--- config.mk ---
export PLATFORM = sky130hd
export DESIGN_NAME = nec_uart_formatter
export DESIGN_NICKNAME = d
export VERILOG_FILES = /design/src/rtl/nec_uart_formatter.sv
export SDC_FILE = /design/constraint.sdc
export NUM_CORES = 1
export LEC_CHECK = 0
export CAP_MARGIN = 20
export CORE_UTILIZATION = 30
export DETAILED_ROUTE_END_ITERATION = 10
export PLACE_DENSITY = 0.58
export SYNTH_ARGS = -nofsm -noshare
export SYNTH_HDL_FRONTEND = slang
export SYNTH_SLANG_ARGS = --single-unit
--- constraint.sdc ---
create_clock -name clk -period 6.8 [get_ports clk]
set_clock_uncertainty 0.15 [all_clocks]
set_input_delay 1.36 -clock clk [delete_from_list [all_inputs] [get_ports clk]]
set_output_delay 1.36 -clock clk [all_outputs]
set_load 0.05 [all_outputs]
--- src/rtl/nec_uart_formatter.sv ---
// NEC event to ASCII line formatter feeding a UART TX over its valid/done handshake.
// One line is in flight (active slot) while a single further event may wait (pending slot).
module nec_uart_formatter #(
  parameter bit CHECK_INV = 1'b1
) (
  input  logic        clk,
  input  logic        rst,
  input  logic        i_frame_valid,
  input  logic [31:0] i_frame,
  input  logic        i_repeat,
  output logic        o_tx_valid,
  output logic [7:0]  o_tx_data,
  input  logic        i_tx_done,
  output logic        o_busy,
  output logic [7:0]  o_drop_cnt,
  output logic [7:0]  o_err_cnt
);

  typedef enum logic [1:0] {
    EV_GOOD = 2'd0,
    EV_BAD  = 2'd1,
    EV_REP  = 2'd2
  } ev_kind_e;

  typedef struct packed {
    ev_kind_e   kind;
    logic [7:0] addr;
    logic [7:0] cmd;
  } event_t;

  typedef enum logic [1:0] {
    S_IDLE = 2'd0,
    S_SEND = 2'd1,
    S_WAIT = 2'd2
  } state_e;

  function automatic logic [7:0] hex_ascii(input logic [3:0] n);
    return (n <= 4'd9) ? (8'h30 + {4'h0, n}) : (8'h37 + {4'h0, n});
  endfunction

  function automatic logic [2:0] line_len(input ev_kind_e kind);
    case (kind)
      EV_GOOD: return 3'd7;
      EV_BAD:  return 3'd5;
      default: return 3'd3;
    endcase
  endfunction

  function automatic logic [7:0] line_byte(input event_t ev, input logic [2:0] idx);
    logic [7:0] b;
    b = 8'h00;
    case (ev.kind)
      EV_GOOD: begin
        case (idx)
          3'd0:    b = hex_ascii(ev.addr[7:4]);
          3'd1:    b = hex_ascii(ev.addr[3:0]);
          3'd2:    b = 8'h20;
          3'd3:    b = hex_ascii(ev.cmd[7:4]);
          3'd4:    b = hex_ascii(ev.cmd[3:0]);
          3'd5:    b = 8'h0D;
          3'd6:    b = 8'h0A;
          default: b = 8'h00;
        endcase
      end
      EV_BAD: begin
        case (idx)
          3'd0:    b = 8'h45;
          3'd1:    b = 8'h52;
          3'd2:    b = 8'h52;
          3'd3:    b = 8'h0D;
          3'd4:    b = 8'h0A;
          default: b = 8'h00;
        endcase
      end
      default: begin
        case (idx)
          3'd0:    b = 8'h52;
          3'd1:    b = 8'h0D;
          3'd2:    b = 8'h0A;
          default: b = 8'h00;
        endcase
      end
    endcase
    return b;
  endfunction

  function automatic logic [7:0] sat_add(input logic [7:0] cnt, input logic [1:0] inc);
    logic [8:0] sum;
    sum = {1'b0, cnt} + {7'b0, inc};
    return sum[8] ? 8'hFF : sum[7:0];
  endfunction

  state_e     state_q, state_d;
  logic [2:0] idx_q, idx_d;
  event_t     active_q, active_d;
  event_t     pend_q, pend_d;
  logic       pend_valid_q, pend_valid_d;
  logic [7:0] tx_data_q, tx_data_d;
  logic [7:0] drop_cnt_q, drop_cnt_d;
  logic [7:0] err_cnt_q, err_cnt_d;

  logic       new_event;
  logic       inv_ok;
  event_t     cap_ev;
  logic       last_byte;
  logic       done_last;
  logic       captured;
  logic       drop_full;
  logic [1:0] drop_inc;

  assign new_event = i_frame_valid | i_repeat;
  assign inv_ok    = ((i_frame[7:0] ^ i_frame[15:8]) == 8'hFF) &&
                     ((i_frame[23:16] ^ i_frame[31:24]) == 8'hFF);
  assign last_byte = (idx_q == (line_len(active_q.kind) - 3'd1));
  assign done_last = (state_q == S_WAIT) && i_tx_done && last_byte;

  // A frame wins over a coincident repeat; classification is frozen here.
  always_comb begin
    cap_ev = '0;
    if (i_frame_valid) begin
      cap_ev.kind = (CHECK_INV && !inv_ok) ? EV_BAD : EV_GOOD;
      cap_ev.addr = i_frame[7:0];
      cap_ev.cmd  = i_frame[23:16];
    end else begin
      cap_ev.kind = EV_REP;
    end
  end

  always_comb begin
    // NOTE: every output of this block gets a default first, so no path can infer a latch.
    state_d      = state_q;
    idx_d        = idx_q;
    active_d     = active_q;
    pend_d       = pend_q;
    pend_valid_d = pend_valid_q;
    tx_data_d    = tx_data_q;
    captured     = 1'b0;
    drop_full    = 1'b0;

    case (state_q)
      S_IDLE: begin
        if (new_event) begin
          active_d = cap_ev;
          idx_d    = 3'd0;
          state_d  = S_SEND;
          captured = 1'b1;
        end
      end
      S_SEND: state_d = S_WAIT;
      S_WAIT: begin
        if (i_tx_done && !last_byte) begin
          idx_d   = idx_q + 3'd1;
          state_d = S_SEND;
        end else if (done_last) begin
          idx_d = 3'd0;
          if (pend_valid_q) begin
            active_d     = pend_q;
            state_d      = S_SEND;
            pend_valid_d = new_event;
            if (new_event) begin
              pend_d   = cap_ev;
              captured = 1'b1;
            end
          end else if (new_event) begin
            // Slot frees this very cycle, so the event starts its line directly.
            active_d = cap_ev;
            state_d  = S_SEND;
            captured = 1'b1;
          end else begin
            state_d = S_IDLE;
          end
        end
      end
      default: state_d = S_IDLE;
    endcase

    if ((state_q != S_IDLE) && !done_last && new_event) begin
      if (!pend_valid_q) begin
        pend_d       = cap_ev;
        pend_valid_d = 1'b1;
        captured     = 1'b1;
      end else begin
        drop_full = 1'b1;
      end
    end

    if (state_d == S_SEND) begin
      tx_data_d = line_byte(active_d, idx_d);
    end
  end

  assign drop_inc   = {1'b0, i_frame_valid & i_repeat} + {1'b0, drop_full};
  assign drop_cnt_d = sat_add(drop_cnt_q, drop_inc);
  assign err_cnt_d  = sat_add(err_cnt_q, {1'b0, captured && (cap_ev.kind == EV_BAD)});

  always_ff @(posedge clk or negedge rst) begin
    // NOTE: the two event slots are plain registers, so they are reset along with the FSM.
    if (!rst) begin
      state_q      <= S_IDLE;
      idx_q        <= 3'd0;
      active_q     <= '0;
      pend_q       <= '0;
      pend_valid_q <= 1'b0;
      tx_data_q    <= 8'h00;
      drop_cnt_q   <= 8'h00;
      err_cnt_q    <= 8'h00;
    end else begin
      // NOTE: non-blocking assignments keep every register updating from pre-edge values.
      state_q      <= state_d;
      idx_q        <= idx_d;
      active_q     <= active_d;
      pend_q       <= pend_d;
      pend_valid_q <= pend_valid_d;
      tx_data_q    <= tx_data_d;
      drop_cnt_q   <= drop_cnt_d;
      err_cnt_q    <= err_cnt_d;
    end
  end

  assign o_tx_valid = (state_q == S_SEND);
  assign o_tx_data  = tx_data_q;
  assign o_busy     = (state_q != S_IDLE);
  assign o_drop_cnt = drop_cnt_q;
  assign o_err_cnt  = err_cnt_q;

endmodule
Word-level counts from Yosys, hierarchy flattened
Index checks and enable logic that the tools add are counted.
{ "totals": {"input_bits": 37, "reg_bits": 66, "out_inout_bits": 26} }
{ "classes": {"add_sub_neg": 13, "eq_ne": 15, "bitwise": 4, "n_reduce_logical": 15, "order_cmp": 4, "n_mux": 50} }
{ "ops": {"columns": ["operator", "n"], "rows": [
  ["$mux W18", 11],
  ["$add A6 B4 Y7 const A", 8],
  ["$pmux W7 S7", 1],
  ["$pmux W18 S2", 1],
  ["$mux W7", 4],
  ["$pmux W7 S4", 1],
  ["$pmux W7 S3", 1],
  ["$eq A8 B8 Y1 const B", 2],
  ["$le A4 B4 Y1 const B", 4],
  ["$mux W1", 16],
  ["$mux W16", 1],
  ["$mux W8", 2],
  ["$pmux W8 S2", 1],
  ["$xor A8 B8 Y8", 2],
  ["$pmux W3 S2", 2],
  ["$eq A2 B1 Y1 const B", 5],
  ["$add A8 B1 Y9", 1],
  ["$add A8 B2 Y9", 1],
  ["$eq A3 B3 Y1 const B", 3],
  ["$mux W3", 3],
  ["$mux W2", 4],
  ["$logic_and A1 B1 Y1", 7],
  ["$eq A3 B2 Y1 const B", 2],
  ["$logic_not A2 Y1", 3],
  ["14 further kinds", 15]
]} }

Logic depth before layout (Yosys ltp)
{ "depth": {"depth_word": 14, "mapped_depth": 14, "depth_no_buf": 12} }

Worst setup path before layout
No wires, ideal clock.
{ "synth_timing": {"kind": "input-to-reg", "startpoint": "in i_frame_valid", "endpoint": "reg tx_data_q[6] (netlist: o_tx_data[6])", "stages": 12, "arrival_ns": 3.519, "path_slack_ns": 3.005, "required_ns": 6.524, "n_path_buf": 3, "path_cell_list": "buf_2 -> buf_2 -> buf_2 -> a22oi_1 -> a21oi_1 -> a221oi_1 -> ha_1 -> nor2_1 -> o21a_1 -> a22oi_1 -> nor3_1 -> o32a_1"} }
{ "synth_via": {"elab_chain_len": 10, "word_cells_on_any_way": 47, "classes_between": "8 x add/sub; 4 x order compare; 8 x eq/ne; 23 x mux; 1 x bitwise; 3 x reduce/logical"} }
{ "synth_rtl": {"columns": ["element", "line_no", "rtl"], "rows": [
  ["from (decl)", "8", "input logic i_frame_valid,"],
  ["$mux W16 / $or A1 B1 Y1 (equally long branches)", "120, 111", null],
  ["$mux W18", "142, 164", null],
  ["$mux W18", "156", "if (pend_valid_q) begin"],
  ["$mux W18", "154", "end else if (done_last) begin"],
  ["$mux W18", "151", "if (i_tx_done && !last_byte) begin"],
  ["$pmux W18 S2", "140", "case (state_q)"],
  ["$add A6 B4 Y7 / $le A4 B4 Y1 (equally long branches)", "38", "return (n <= 4'd9) ? (8'h30 + {4'h0, n}) : (8'h37 + {4'h0, n});"],
  ["$mux W7", "38", null],
  ["$pmux W7 S7", "54", "case (idx)"],
  ["$pmux W8 S2", "52", "case (ev.kind)"],
  ["to (signal assigned)", "214", "tx_data_q <= tx_data_d;"],
  ["to (decl)", "98", "logic [7:0] tx_data_q, tx_data_d;"]
]} }
Several ways; a longest one is shown, not always the timed one.
A chain may end at the register's enable or synchronous reset.

Final worst setup path
Ends and elaborated chain as after synthesis.

==> impl_results.md <==
- Most frequent cell after synthesis: dfrtp_1
- Worst path max stage delay: 0.84 ns
- Row cnt: 45
- Post-Syn Area: 4750 sq um
- Commonest cells in the netlist: 65 x dfrtp_1, 36 x nand2_1, 34 x a21oi_1, 34 x nor2_1, 23 x inv_1
- Worst EP arrival: 4.91 ns
- Worst Setup End Kind: register
- Crit-path most repeated cell: nor3_1
- Vias in the first global route: 4347
- Layout cells sized above 1: 13.0%
- Initial core utilization: 31.0%
- Clock network power share: 15.3%
- GP Congestion: 0.888
- Antenna diodes: 0
- CTS root buffer: clkbuf_16
- Hold depth: 1
- Worst R2R Path Depth: 10
- Share of synthesized registers carrying an async set or reset: 100%
- Min-delay worst type: register to register
- Top post-synthesis cells by area: dfrtp_1 34%, xnor2_1 3.7%, a21oi_1 3.6%
- GRT Util Overall: 18.9%
- Reg power frac: 25.3%
- Part of the cycle the worst path needs: 71.1%
- Worst Path Max Fanout: 22
- Crit Path Class: input pin to register
- Net Sw Power: 0.00144 W
- Max-slew headroom: 36.9%
- Top delay family on crit path: buffers and inverters
- H-Tree Depth: 3
- Final-stage net count: 612
- WL/cell: 19.1 um
- Cells after synthesis: 515
- Post-synth cell types: 102
- Final ANT Viol Nets: 0
- Fmax: 0.207 GHz
- Simple-Gate Fraction of Synth Area: 19.6%
- CTS Buf Count: 9
- Overflow after GRT: 0
- Internal: 0.00146 W
- Ports: 63
- Die Ht: 128 um
- Hold_sp: pend_q[0]$_DFF_PN0_
- Port bufs: 61
- Register area share after synthesis: 34.2%
- Die Area: 16300 sq um
- Reg2Reg Setup Slack: 2.99 ns
- Max clock buf depth: 2
- Setup violators final: 0
- Post-synthesis compound-gate area fraction: 31.5%
- DR pass1 iterations: 5
- Crit-path cells: clkdlybuf4s50_1 > nor3_1 > o21ai_0 > o211a_1 > inv_1 > nand2_1 > o21ai_1 > or2_1 > nor3_1 > o32a_1
- Post-CTS setup buffer count: 0
- Post-synth EDFFs: 0
- Synthesized area per cell: 9.23 sq um
- DR vias: 4460
- Setup TNS: 0 ns
- XOR/XNOR Fraction of Synth Area: 4.79%
- Comb pwr share: 59.5%
- Area Growth Syn to Fin: 22.1%
- Clock Pin Slew Worst Setup and Hold Paths: 0.06 ns
- PwrDens: 500 nW/um^2
- Core area: 15300 sq um
- Switching part of the total power: 49.8%
- Antenna violations before repair: 0
- Starting DRT DRC Count: 349
- Cell taking the most area after synthesis: dfrtp_1
- DRC: 0
- Leak pwr: 2.35 nW
- Status: complete, no violations
- Met1 Wirelength: 6950 um
- Detail Placement HPWL: 10800 um
- Clock Latency Late Sink: 0.34 ns
- Worst Path Buf+Inv: 2
- CTS resizes: 0
- Synth warn: 0
- Largest family of logic cells by synthesized area: compound AO/OA/AOI/OAI gates
- Met2 routed WL: 6660 um
- Post-layout instance area: 5800 sq um
- RSZ-0062 raised after global routing: no
- Share of the synthesized area in the top cell type: 34.2%
- Mux contribution to synthesized area: 1.29%
- Min Tclk post-route: 4.84 ns
- Largest net degree at the start of global routing: 66
- Crit start category: input pin
- Die X: 128 um
- Capture point of the worst reg-to-reg path: o_tx_data[6]$_DFFE_PN0N_
- CTS tree: built
- Required time worst endpoint: 6.87 ns
- TritonCTS Sinks: 65
- Top layer reached by signal wires: met4
- Syn Nets: 563
- Synth Register Bits: 65
- Placed Area: 5500 sq um
- Min-Delay Endpoint: pend_q[0]$_DFF_PN0_
- Met3 WL post-DR: 874 um
- Hold Violations, Final: 0
- MaxCap Viol Count: 0
- DR vias/cell: 5.72
- DRT Wirelength: 14900 um
- Slew Limit Fails: 0
- Most used DFF post-synth: dfrtp_1
- Critical R2R Launch: idx_q[2]$_DFF_PN0_
- CTS Hold Bufs: 0
- Fraction of the mapped netlist area in adder cells: 3.05%
- VDD IR-drop max: 0.146 mV
- Worst path slowest cell: clkdlybuf4s50_1
- Global-route wire length before repair: 24000 um
- Worst slew pin tran: 0.945 ns
- Worst Setup SP: i_frame_valid
## sequential cells by signal, summed over array words and instances, names as in the netlist
name and cells:
pend_valid_q 1, active_q 18, state_q 2, idx_q 3
o_tx_data 7, o_drop_cnt 8, pend_q 18, o_err_cnt 8
## final cells by class
class                   count  area, sq um
clock buffers              10          239
clock inverters             6         43.8
inverters                  28          105
well taps                 211          264
repair buffers             67          657
multi-input cells         393         2870
fillers                  1570         9510
flip-flops and latches     65         1630
## power by group through the flow
stage	combinational, W	clock [W]	sequential [W]
3_3_place_gp	0.00167	0	0.000729
2_1_floorplan	0.00107	0	0.000858
6_report	0.00173	0.000443	0.000733
5_1_grt	0.00187	0.000467	0.000755
3_5_place_dp	0.00169	0	0.000729
4_1_cts	0.00170	0.000449	0.000728
## per-stage QoR
stage	utilization [%]	hold slack (ns)	power, W	setup WS, ns	instances
3_3_place_gp	35.9	0.335	0.00240	1.74	762
5_1_grt	37.9	0.387	0.00309	1.74	780
2_1_floorplan	-	0.301	0.00193	3.00	515
3_5_place_dp	35.9	0.334	0.00242	1.68	762
4_1_cts	37.7	0.353	0.00288	2.01	778
6_report	37.9	0.359	0.00290	1.96	780
## routing by layer
metal	GRT usage, %	up-vias
li1	-	2048
met1	25.6	2181
met2	29.4	197
met3	3.63	34
met4	7.82	0
met5	0	-
## worst max-delay path by stage
| stage | end | slack (ns) | depth (start not counted) |
|---|---|---|---|
| after floorplan | o_tx_data[6]$_DFFE_PN0N_ | 3.00 | 12 |
| after global placement | o_tx_data[6]$_DFFE_PN0N_ | 1.74 | 10 |
| after detailed placement | o_tx_data[6]$_DFFE_PN0N_ | 1.68 | 10 |
| after CTS | o_tx_data[6]$_DFFE_PN0N_ | 2.01 | 10 |
| after global routing | o_tx_data[6]$_DFFE_PN0N_ | 1.74 | 10 |
| final | o_tx_data[6]$_DFFE_PN0N_ | 1.96 | 10 |
## kinds of logic (layout without fill, tap and decap cells)
| logic type | Yosys count | in the layout |
|---|---|---|
| compound gates | 187 | 187 |
| xor+xnor | 26 | 26 |
| other cells | 1 | 1 |
| mux | 6 | 6 |
| buf+inv | 57 | 111 |
| flops | 65 | 65 |
| fa+ha+maj | 11 | 11 |
| simple gates | 162 | 162 |
## cell usage in the layout, fill, tap and decap left out, drive strengths merged, types with 10 or more instances in the layout
master	synthesis	routed
o21ai	27	27
xnor2	20	20
clkdlybuf4s50	0	60
nand2	38	38
dfrtp	65	65
a21oi	36	36
nand3	19	19
nor4	10	10
inv	28	28
nor2	36	36
ha	10	10
a22o	17	17
clkbuf	8	11
(Power assumes the default switching activity.)
==> edit 1, RTL diff (same settings) <==
Make the reset (`rst`) synchronous in one clocked block.
--- a/src/rtl/nec_uart_formatter.sv
+++ b/src/rtl/nec_uart_formatter.sv
@@ -194,5 +194,5 @@
   assign err_cnt_d  = sat_add(err_cnt_q, {1'b0, captured && (cap_ev.kind == EV_BAD)});
 
-  always_ff @(posedge clk or negedge rst) begin
+  always_ff @(posedge clk) begin
     // NOTE: the two event slots are plain registers, so they are reset along with the FSM.
     if (!rst) begin
Formal check against the unedited RTL: differs if rst is asserted again (counterexample within 4 cycles, from zero or initial values and one cycle with rst low); with rst held inactive, the same outputs for 4 cycles.
==> edit 1 against the original RTL <==
- setup slack worse by 0.19 ns
- area after synthesis down 5.7%
- die area fell by 5.6%
- first-iteration DRC count rose by 11%
- final area down 3.8%
- wire length is 0.99% higher
- sequential cell count is the same
Power is not compared: it rests on default switching activity, and its combinational part moved more than twofold at a synthesized area within 25%.
==> edit 1: results (changes against the original RTL) <==
[global_route]
grt_pass1_vias=4484  ; +3.2%
grt_usage_pct=19.51  ; +0.63 points
grt_max_degree=29  ; -56%
grt_pass1_wl_um=24230  ; +1.1%
antenna_found_initial=0  ; unchanged

[final_layout]
largestRegisters=active_q: 18 flops, pend_q: 18 flops
final_nets=648  ; +5.9%
antenna_cells=0  ; unchanged
nFillCells=1494  ; -4.8%
drive_above_1_share_pct=9.256  ; -3.7 points

[synthesis]
synth_nets=599  ; +6.4%
seq_area_frac_synth_pct=29.03  ; -5.2 points
ys_types=85  ; -17%
synth_warnings=0  ; unchanged
synth-compound-area-share_pct=34.31  ; +2.8 points
synth_xor_area_share_pct=4.690  ; -0.10 points
synthTopCellsByArea=dfxtp_1, nor2_1, a21oi_1
postSynth.asyncResetShare_pct=0  ; -100 points
synth_flop_cell=dfxtp_1
synth_common_cells=dfxtp_1, nor2_1, a21oi_1
synth_adder_area_share_pct=3.238  ; +0.18 points
synthMuxAreaShare_pct=1.675  ; +0.38 points

[drt]
drt_iter0_drc=388  ; +11%
drt-wirelength-per-cell_um=19.06  ; -0.16%
vias_per_cell=5.940  ; +3.9%
drtPass1Iterations=5  ; unchanged

[placed_design]
portBuffers=61  ; unchanged
place.gp.congestion=0.9238  ; +4.0%
hpwlAfterDp_um=11130  ; +3.4%

[hold_path]
hold_class=register to register

[clocking]
post_cts_resized=0  ; unchanged
clk_latency_ns=0.34  ; about the same
cts.clk_slew.worst_paths_ns=0.06  ; about the same
cts_made_buffers=9  ; unchanged
cts_root_buf=clkbuf_16
clockBufferDepth=2  ; unchanged
cts_max_level=3  ; unchanged
cts_setup_buffers=0  ; unchanged

[run_status]
outcome=finished clean

[pwr]
vdd_ir_drop_max_uv=130.2
total_leakage_power_nw=2.034

[worst_setup_path]
cp_max_fo=10  ; -55%
cp_data_arrival_time_ns=5.15  ; +0.24 ns

[timing]
relSlewSlack_pct=29.40  ; -7.5 points

## edit 1: changes by cell type after synthesis, sizes merged, moves of 12 or more
| cell | unedited run | this run |
|---|---|---|
| dfrtp | 65 | 0 |
| clkbuf | 8 | 22 |
| nor2 | 36 | 61 |
| a22oi | 7 | 19 |
| xnor2 | 20 | 7 |
| dfxtp | 0 | 65 |
| a22o | 17 | 1 |
## edit 1: worst max-delay path, cell delays in order
cell,delay (ns)
clkdlybuf4s50_1,0.64
nor2b_1,0.38
nand3_1,0.15
o21ai_1,0.47
nand3_1,0.29
and2_1,0.24
inv_1,0.08
ha_1,0.20
nor2_1,0.07
a211oi_2,0.36
o211ai_1,0.12
and3_1,0.18
a2111o_1,0.39
a211oi_2,0.20
## edit 1: worst paths after layout
check	slack, ns	from	end	depth (start not counted)
max	1.77	i_tx_done	o_tx_data[0]$_SDFFE_PN0N_	14
min	0.31	pend_q[16]$_SDFF_PN0_	pend_q[16]$_SDFF_PN0_	2
max reg2reg	3.00	idx_q[1]$_SDFF_PN0_	o_tx_data[0]$_SDFFE_PN0N_	12
min reg2reg	0.31	pend_q[16]$_SDFF_PN0_	pend_q[16]$_SDFF_PN0_	2
## edit 1: through the flow
step                      setup WS [ns]  instances  area (um2)  power [W]  hold WS [ns]
after CTS                         1.878        787        5568   0.001317        0.3110
after floorplan                   2.569        551        4482  0.0006914        0.2819
final                             1.773        789        5580   0.001320        0.3123
after global placement            1.649        771        5248  0.0008098        0.2920
after detailed placement          1.556        771        5248  0.0008126        0.3031
after global routing              1.551        789        5580   0.001376        0.3388
## edit 1: routing by layer
| metal | GRT usage (%) | part of all wire, % |
|---|---|---|
| met1 | 26.60 | 46 |
| met2 | 29.48 | 43 |
| met3 | 4.310 | 8.1 |
| met4 | 8.150 | 2.7 |
| met5 | 0 | 0 |
## edit 1: kinds of logic after synthesis
kind of cell             Yosys count
AO/OA/AOI/OAI                    205
XOR/XNOR                          24
adder cells (fa/ha/maj)           11
buffers and inverters             51
flip-flops                        65
multiplexers                       7
other                              1
AND/OR/NAND/NOR                  187
## edit 1: layout make-up
class,count,area (um2),area share (%)
Clock buffer,10,229.0,4.103
Clock inverter,6,91.34,1.637
Timing Repair Buffer,71,683.2,12.24
Multi-Input combinational cell,435,2978,53.36
Inverter,18,67.56,1.211
Sequential cell,65,1301,23.32
Tap cell,184,230.2,4.126
## edit 1: power breakdown
part	switching, W	leakage, nW	internal (W)
combinational	0.000242	1.35	0.000144
clock	0.000182	0.157	0.000323
sequential	0.0000202	0.531	0.000409
total	0.000444	2.03	0.000876
==> edit 2, RTL diff (same flow settings) <==
Without the edit above. The parameter `CHECK_INV` goes from 1'b1 to 1'b0.
--- a/src/rtl/nec_uart_formatter.sv
+++ b/src/rtl/nec_uart_formatter.sv
@@ -2,5 +2,5 @@
 // One line is in flight (active slot) while a single further event may wait (pending slot).
 module nec_uart_formatter #(
-  parameter bit CHECK_INV = 1'b1
+  parameter bit CHECK_INV = 1'b0
 ) (
   input  logic        clk,
Check against the original RTL: not equivalent (Yosys sat finds a counterexample within 4 cycles, from zero or initial values and one cycle with rst low).
==> edit 2 against the original RTL <==
- core utilization down 1.3 points
- sequential cell count down 8
- power down 14%
- via count down 15%
- setup slack better by 0.056 ns
- sequential share of layout area up 1.3 points
- register-to-register slack worse by 0.11 ns
- die area down 13%
- final area down 16%
- global-route usage down 1.4 points
- first-iteration DRC count down 12%
- cell count down 15%
- area after synthesis down 14%
- wire length down 18%
- largest cell class unchanged
- largest power group unchanged
==> edit 2: results (changes against the original RTL) <==
[run_status]
outcome=finished clean

[synthesis]
synth_common_cells=dfrtp_1, nand2_1, nor2_1
synth_warnings=0  ; unchanged
postSynth.asyncResetShare_pct=100.0  ; unchanged
ys_types=88  ; -14%
seq_area_frac_synth_pct=34.75  ; +0.52 points
synthTopCellsByArea=dfrtp_1, nand2_1, nor2_1

[worst_setup_path]
cp_data_arrival_time_ns=4.83  ; -0.08 ns
cpMaxStageDelayCell=clkdlybuf4s50_1
cp_max_fo=13  ; -41%
slowest_delay_ns=0.65  ; -0.19 ns

[placed_design]
portBuffers=37  ; -39%
hpwlAfterDp_um=8358  ; -22%
place.gp.congestion=0.8669  ; -2.4%
pre_cts_slack_ns=1.699  ; +0.02332 ns

[clocking]
clockBufferDepth=2  ; unchanged
cts.clk_slew.worst_paths_ns=0.06  ; about the same
cts_setup_buffers=0  ; unchanged
cts_max_level=3  ; unchanged
clk_latency_ns=0.33
cts_root_buf=clkbuf_16

[drt]
vias_per_cell=5.728  ; +0.17%
drt_iter0_drc=308  ; -12%
drtPass1Iterations=5  ; unchanged
drt-wirelength-per-cell_um=18.36  ; -3.8%

[global_route]
antenna_found_initial=0  ; unchanged
grt_pass1_vias=3675  ; -15%
grt_max_degree=58  ; -12%
grt_pass1_wl_um=19550  ; -18%
grt_usage_pct=17.51  ; -1.4 points

[pwr]
vdd_ir_drop_max_uv=218.4  ; +49%
power.internal_w=0.001295  ; -11%
total_leakage_power_nw=2.028  ; -14%

[final_layout]
final_nets=528  ; -14%
drive_above_1_share_pct=11.96  ; -1.0 points
antenna_cells=0  ; unchanged

[timing]
relSlewSlack_pct=43.95  ; +7.0 points

edit 2: changes by cell type after synthesis, sizes merged, moves of 7 or more:
cell and change:
dfrtp -8, a21oi -17, nor4 -8, buf +7, xnor2 -15, o211ai +8
edit 2: cell type report:
cell class,count,area (um2)
well taps,176,220.2
inverters,25,93.84
clock inverters,5,55.05
clock buffers,11,242.7
flip-flops and latches,57,1426
multi-input cells,342,2402
repair buffers,45,425.4
fillers,1348,8429
edit 2: worst paths after layout:
kind                       slack (ns)                       end  cells past startpoint            startpoint
max                              2.02  o_tx_data[1]$_DFFE_PN0N_                     12             i_tx_done
min                              0.35       pend_q[4]$_DFF_PN0_                      1   pend_q[4]$_DFF_PN0_
max reg2reg                      2.88  o_tx_data[1]$_DFFE_PN0N_                     11  state_q[0]$_DFF_PN0_
min reg2reg                      0.35       pend_q[4]$_DFF_PN0_                      1   pend_q[4]$_DFF_PN0_
max in group asynchronous        4.94        idx_q[1]$_DFF_PN0_                      2                   rst
min in group asynchronous        1.02   o_drop_cnt[5]$_DFF_PN0_                      2                   rst
edit 2: power by group through the flow:
stage | clock [W] | sequential, W | combinational [W]
after floorplan | 0 | 0.000705 | 0.000944
after global placement | 0 | 0.000614 | 0.00138
after detailed placement | 0 | 0.000620 | 0.00140
after CTS | 0.000463 | 0.000617 | 0.00141
after global routing | 0.000478 | 0.000642 | 0.00154
final | 0.000457 | 0.000620 | 0.00141
edit 2: logic make-up after synthesis:
| logic type | after synthesis | synth area share, % |
|---|---|---|
| buffers and inverters | 63 | 7.467 |
| xor gates and xnor gates | 9 | 1.920 |
| muxes | 5 | 1.311 |
| and+or+nand+nor | 147 | 18.41 |
| DFF | 57 | 34.75 |
| AOI/OAI and AO/OA | 161 | 32.52 |
| adders and majority gates | 11 | 3.536 |
| other | 1 | 0.09135 |
edit 2: worst max-delay path: cells and delay by family:
family / cells / cell delay [ns]
buf+inv: 2 / 0.73
compound gates: 6 / 1.79
mux: 1 / 0.32
fa+ha+maj: 1 / 0.20
simple gates: 2 / 0.42
edit 2: layer usage:
layer / up-vias / track usage [%] / part of all wire (%)
li1: 1764 / - / -
met4: 0 / 6.487 / 1.9
met1: 1878 / 23.57 / 46
met2: 127 / 27.36 / 46
met3: 17 / 3.831 / 5.9
met5: - / 0 / 0
edit 2: metrics by stage:
stage | std cells | instance area (um2) | power (W)
final | 661 | 4866 | 0.002490
after global routing | 661 | 4866 | 0.002664
after CTS | 661 | 4866 | 0.002492
after detailed placement | 645 | 4568 | 0.002019
after global placement | 645 | 4568 | 0.001994
after floorplan | 462 | 4135 | 0.001649
